`src/rtl/ex_muldiv_pkg.sv`:
```
// ex_muldiv_pkg: opcodes, FSM states and divider counter sizing for ex_muldiv
package ex_muldiv_pkg;

   typedef enum logic [2:0] {
      MD_MULT  = 3'd0,
      MD_MULTU = 3'd1,
      MD_MADD  = 3'd2,
      MD_MADDU = 3'd3,
      MD_MSUB  = 3'd4,
      MD_MSUBU = 3'd5,
      MD_DIV   = 3'd6,
      MD_DIVU  = 3'd7
   } md_op_e;

   typedef enum logic [2:0] {
      S_IDLE     = 3'd0,
      S_MUL      = 3'd1,
      S_DIV_ZERO = 3'd2,
      S_DIV_RUN  = 3'd3,
      S_DONE     = 3'd4
   } md_state_e;

   // Width of the divider step counter: it must hold 0..WIDTH/DIV_STEP.
   function automatic int div_step_bus_w(input int width, input int step);
      return $clog2(width / step + 1);
   endfunction

endpackage

```
`src/rtl/ex_muldiv_div_core.sv`:
```
// ex_muldiv_div_core: restoring unsigned divider, S quotient bits per step
module ex_muldiv_div_core
   import ex_muldiv_pkg::*;
#(
   parameter int W = 32,
   parameter int S = 1
) (
   input  logic         clk,
   input  logic         rst,
   input  logic         load_i,
   input  logic         step_i,
   input  logic [W-1:0] dividend_i,
   input  logic [W-1:0] divisor_i,
   output logic [W-1:0] quot_o,
   output logic [W-1:0] rem_o,
   output logic         done_o
);

   localparam int N  = W / S;
   localparam int CW = div_step_bus_w(W, S);

   logic [W-1:0]  rem_q, rem_d, quot_q, quot_d, div_q, div_d;
   logic [CW-1:0] cnt_q, cnt_d;
   logic [W:0]    r;
   logic [W-1:0]  q;

   assign done_o = cnt_q == CW'(N);
   assign quot_o = quot_q;
   assign rem_o  = rem_q;

   // The quotient register doubles as the dividend shifter: dividend bits leave at the top
   // while quotient bits enter at the bottom.
   always_comb begin
      rem_d  = rem_q;
      quot_d = quot_q;
      div_d  = div_q;
      cnt_d  = cnt_q;
      r      = '0;
      q      = '0;
      if (load_i) begin
         rem_d  = '0;
         quot_d = dividend_i;
         div_d  = divisor_i;
         cnt_d  = '0;
      end else if (step_i && !done_o) begin
         r = {1'b0, rem_q};
         q = quot_q;
         for (int i = 0; i < S; i++) begin
            r = {r[W-1:0], q[W-1]};
            q = {q[W-2:0], 1'b0};
            if (r >= {1'b0, div_q}) begin
               r    = r - {1'b0, div_q};
               q[0] = 1'b1;
            end
         end
         rem_d  = r[W-1:0];
         quot_d = q;
         cnt_d  = cnt_q + CW'(1);
      end
   end

   // Divider state registers.
   always_ff @(posedge clk or negedge rst) begin
      if (!rst) begin
         rem_q  <= '0;
         quot_q <= '0;
         div_q  <= '0;
         cnt_q  <= '0;
      end else begin
         rem_q  <= rem_d;
         quot_q <= quot_d;
         div_q  <= div_d;
         cnt_q  <= cnt_d;
      end
   end

endmodule

```
`src/rtl/ex_muldiv.sv`:
```
// ex_muldiv: iterative EX-stage multiply/accumulate/divide unit writing HI/LO
module ex_muldiv
   import ex_muldiv_pkg::*;
#(
   parameter int WIDTH    = 32,
   parameter int DIV_STEP = 1
) (
   input  logic             clk,
   input  logic             rst,
   input  logic             start_i,
   input  logic             annul_i,
   input  logic [2:0]       op_i,
   input  logic [WIDTH-1:0] opa_i,
   input  logic [WIDTH-1:0] opb_i,
   input  logic [WIDTH-1:0] hi_i,
   input  logic [WIDTH-1:0] lo_i,
   output logic             stall_req_o,
   output logic             ready_o,
   output logic [WIDTH-1:0] hi_o,
   output logic [WIDTH-1:0] lo_o,
   output logic             whilo_o
);

   md_state_e          state_q, state_d;
   logic [2:0]         op_q, op_d;
   logic [WIDTH-1:0]   a_q, a_d, b_q, b_d, hacc_q, hacc_d, lacc_q, lacc_d, hi_q, hi_d, lo_q, lo_d;
   logic               accept, is_div_in, sg_in, sg, div_load, div_step, div_done;
   logic [WIDTH-1:0]   dvd_mag, dvs_mag, quot, rem, q_fix, r_fix;
   logic [2*WIDTH-1:0] ax, bx, prod, acc, mul_res;

   assign accept      = (state_q == S_IDLE) & start_i & ~annul_i;
   assign is_div_in   = op_i[2] & op_i[1];
   assign sg_in       = ~op_i[0];
   assign dvd_mag     = (sg_in & opa_i[WIDTH-1]) ? -opa_i : opa_i;
   assign dvs_mag     = (sg_in & opb_i[WIDTH-1]) ? -opb_i : opb_i;
   assign div_load    = accept & is_div_in & (opb_i != '0);
   assign div_step    = (state_q == S_DIV_RUN) & ~annul_i;
   assign stall_req_o = (accept & rst) | (state_q inside {S_MUL, S_DIV_ZERO, S_DIV_RUN});
   assign ready_o     = (state_q == S_DONE) & ~annul_i;
   assign whilo_o     = ready_o;
   assign hi_o        = hi_q;
   assign lo_o        = lo_q;

   ex_muldiv_div_core #(.W(WIDTH), .S(DIV_STEP)) u_div (
      .clk        (clk),
      .rst        (rst),
      .load_i     (div_load),
      .step_i     (div_step),
      .dividend_i (dvd_mag),
      .divisor_i  (dvs_mag),
      .quot_o     (quot),
      .rem_o      (rem),
      .done_o     (div_done)
   );

   // Full-width product (sign- or zero-extended operands, so one multiplier serves both),
   // accumulate against forwarded HI/LO, and signed division fix-up.
   always_comb begin
      sg      = ~op_q[0];
      ax      = {{WIDTH{sg & a_q[WIDTH-1]}}, a_q};
      bx      = {{WIDTH{sg & b_q[WIDTH-1]}}, b_q};
      prod    = ax * bx;
      acc     = {hacc_q, lacc_q};
      mul_res = (op_q[2:1] == 2'b01) ? acc + prod : (op_q[2:1] == 2'b10) ? acc - prod : prod;
      q_fix   = (sg & (a_q[WIDTH-1] ^ b_q[WIDTH-1])) ? -quot : quot;
      r_fix   = (sg & a_q[WIDTH-1]) ? -rem : rem;
   end

   // Next state and result capture; annul overrides everything and leaves HI/LO untouched.
   always_comb begin
      state_d = state_q;
      hi_d    = hi_q;
      lo_d    = lo_q;
      op_d    = accept ? op_i : op_q;
      a_d     = accept ? opa_i : a_q;
      b_d     = accept ? opb_i : b_q;
      hacc_d  = accept ? hi_i : hacc_q;
      lacc_d  = accept ? lo_i : lacc_q;
      case (state_q)
         S_IDLE:     if (accept) state_d = !is_div_in ? S_MUL : (opb_i == '0) ? S_DIV_ZERO : S_DIV_RUN;
         S_MUL: begin
            state_d      = S_DONE;
            {hi_d, lo_d} = mul_res;
         end
         S_DIV_ZERO: begin
            state_d = S_DONE;
            hi_d    = '0;
            lo_d    = '0;
         end
         S_DIV_RUN: if (div_done) begin
            state_d = S_DONE;
            hi_d    = r_fix;
            lo_d    = q_fix;
         end
         default:    state_d = S_IDLE;
      endcase
      if (annul_i) begin
         state_d = S_IDLE;
         hi_d    = hi_q;
         lo_d    = lo_q;
      end
   end

   // State, latched operands and result registers.
   always_ff @(posedge clk or negedge rst) begin
      if (!rst) begin
         state_q <= S_IDLE;
         op_q    <= '0;
         a_q     <= '0;
         b_q     <= '0;
         hacc_q  <= '0;
         lacc_q  <= '0;
         hi_q    <= '0;
         lo_q    <= '0;
      end else begin
         state_q <= state_d;
         op_q    <= op_d;
         a_q     <= a_d;
         b_q     <= b_d;
         hacc_q  <= hacc_d;
         lacc_q  <= lacc_d;
         hi_q    <= hi_d;
         lo_q    <= lo_d;
      end
   end

endmodule
```
`config.mk`:
```
export PLATFORM = sky130hd
export DESIGN_NAME = ex_muldiv
export DESIGN_NICKNAME = d
export VERILOG_FILES = /design/src/rtl/ex_muldiv_pkg.sv /design/src/rtl/ex_muldiv_div_core.sv /design/src/rtl/ex_muldiv.sv
export SDC_FILE = /design/constraint.sdc
export NUM_CORES = 2
export LEC_CHECK = 0
export BUFFER_PORTS_ARGS = -buffer_cell sky130_fd_sc_hd__buf_2
export CAP_MARGIN = 20
export CORE_MARGIN = 5
export CORE_UTILIZATION = 50
export CTS_BUF_LIST = sky130_fd_sc_hd__clkbuf_8
export DETAILED_ROUTE_END_ITERATION = 10
export GPL_TIMING_DRIVEN = 1
export PLACE_DENSITY_LB_ADDON = 0.08
export SLEW_MARGIN = 20
export SYNTH_ARGS = -nofsm -noshare
export SYNTH_HDL_FRONTEND = slang
export SYNTH_HIERARCHICAL = 1
export SYNTH_SLANG_ARGS = --single-unit
export TNS_END_PERCENT = 5
```
`constraint.sdc`:
```
create_clock -name clk -period 18.3 [get_ports clk]
set_input_delay 1.83 -clock clk [delete_from_list [all_inputs] [get_ports clk]]
set_output_delay 1.83 -clock clk [all_outputs]
set_load 0.02 [all_outputs]
```
==> results.toml <==
[outcome]
status = "finished clean"

[floorplanning]
io_pins = 202
start_util = 0.504
die_area_um2 = 134000
num_rows = 130
chipHeight_um = 366
core_area_um2 = 126000
fp.dieW_um = 366

[finish]
finalInstanceArea_um2 = 67000
drive_above_1_share = 0.0834
syn2layout_area_growth_pct = 5.68
final_nets = 8877
utilization = 0.532
regArea_um2 = 7520
fillers = 11900
multi_input_area_um2 = 49500

[clocking]
cts_root_buf = "clkbuf_8"
clk_pin_slew_ps = 70
cts_made_buffers = 53
cts_buffer_depth = 3
clock_latency_ps = 710
htreeDepth = 2
cts_sinks = 300
holdBufCountCts = 0
postCtsResizedCells = 0
cts_tree = "built"
postCtsSetupRepairBufs = 0

[placement]
post_dp_cell_area_um2 = 65800
place_hpwl_mm = 166
io_buffers = 201
dpl_worst_slack_ps = 6240
gp_congestion = 0.991

[routing]
drc = 0
antenna_left = 0
drtIter0Drc = 3813
vias = 51700
wl_per_cell_um = 23.3
drt-vias-per-instance = 5.79
firstDrtPassIters = 7
drt-total-wl_mm = 208

[timing]
setup_viol = 0
rsz0062_at_grt = "false"
worst_clock_skew_ps = 50.2
fin_setup_tns_ps = 0
fmax_mhz = 80.5
finalHoldViolations = 0
slew_headroom = 0.292
min_period_ps = 12420
fin_ws_ps = 5880
finalCritPeriodShare = 0.679
tightestPinTransition_ps = 1040
maxSlewViolCount = 0

[setup_path]
cp_slowest_cell = "nor3_1"
cp_slowest_stage_delay_ps = 760
critPathBufInv = 8
critPathArrivalTime_ps = 13010
path_delay_family = "adder cells"
critPathRequiredTime_ps = 18890
path_max_fanout = 25
crit_path_end_kind = "flop"
critPathLaunchType = "flop"
critPathKind = "flop to flop"
crit_top_cell = "fa_1"

[global_routing]
top_usage_layer = "met2"
grtUsageMet2 = 0.531
grtUsageMet1 = 0.406
grt_pass1_vias = 54000
grt_use_total = 0.311
grt_pass1_wl_mm = 325
grt_max_degree = 125
antenna_found_initial = 8
gr-total-overflow = 0
use_met3 = 0.0342

[logic_synthesis]
ys_seq_area_frac = 0.118
synth_area_um2 = 63400
yosysWarnings = 6
async_flop_share = 1.00
avgSynthCellArea_um2 = 8.71
ys_ff_latch = 300
synth_flop_cell = "dfrtp_1"
synth_edf_count = 0
syn_inst = 7281
synth_common_cells = "inv_1 (1284), fa_1 (1128), nand2_1 (929)"
ys_types = 109
yosys.area.top_type = "fa_1"
synth_nets = 8921
synth_top_area_frac = 0.356
synthMostInstantiatedCell = "inv_1"
synth.area.top_cells = "fa_1 (36%), dfrtp_1 (12%), inv_1 (7.6%), ha_1 (7.4%), nand2_1 (5.5%)"

[job]
maxCapViolations = 0

[worst_hold_path]
hp-class = "flop to flop"
==> layer usage <==
layer	vias up	routed length [µm]
met5	-	0
met4	0	10200
met3	409	10900
met2	1619	102000
met1	26700	85400
li1	23000	-
==> state kept, by name, summed over array words and instances (netlist names), 32 cells and up <==
register      cells
lacc_q           32
hacc_q           32
lo_o             32
hi_o             32
b_q              32
u_div/quot_o     32
u_div/rem_o      32
a_q              32
u_div/div_q      32
==> worst register-to-register path: cells and delay by family (launching register included) <==
family / cells / cell delay [ps]
compound gates: 15 / 4120
xor+xnor: 2 / 540
fa+ha+maj: 10 / 5100
buf+inv: 8 / 740
flops: 1 / 550
simple gates: 3 / 1280
==> worst paths after layout <==
| kind | from | endpoint | slack [ps] | cells after the start |
|---|---|---|---|---|
| worst max-delay path | b_q[0] | hi_o[26] | 5880 | 38 |
| worst min-delay path | lo_o[1] | lo_o[1] | 480 | 2 |
| worst max register to register | b_q[0] | hi_o[26] | 5880 | 38 |
| worst min register to register | lo_o[1] | lo_o[1] | 480 | 2 |
| max in group asynchronous | rst | b_q[18] | 15060 | 3 |
| min in group asynchronous | rst | lo_o[11] | 1070 | 1 |
==> through the flow <==
step / std cells / hold WS (ps)
2_1_floorplan: 7281 / 485
3_3_place_gp: 8832 / 461
3_5_place_dp: 8832 / 466
4_1_cts: 8927 / 480
5_1_grt: 8927 / 505
6_report: 8933 / 478
==> cell families after synthesis <==
group	count (synthesis)	share of synthesized area
simple gates	2076	0.153
buf+inv	1695	0.102
fa+ha+maj	1506	0.431
compound gates	1272	0.130
flops	300	0.118
xor+xnor	267	0.0370
mux	165	0.0285
==> layout by cell type (no fill, tap or decap), types with 125 or more instances in the layout <==
cell type / synthesis / layout
a21oi_1: 363 / 363
and2_1: 415 / 415
buf_2: 26 / 200
dfrtp_1: 300 / 295
fa_1: 1128 / 1128
ha_1: 377 / 377
inv_1: 1284 / 1297
mux2_2: 125 / 125
nand2_1: 929 / 929
nor2_1: 334 / 330
o21ai_0: 305 / 304
xnor2_1: 166 / 166
==> cell type report <==
class | instances | share of cell area
inverters | 1291 | 0.0723
clock inverters | 28 | 0.00484
multi-input cells | 5286 | 0.739
diodes | 6 | 0.000224
repair buffers | 305 | 0.0270
flip-flops and latches | 300 | 0.112
well taps | 1650 | 0.0308
clock buffers | 67 | 0.0138
Power is left out: the tool's default activity adds up to more than one toggle a clock period on the data nets, which glitch-free logic cannot reach.
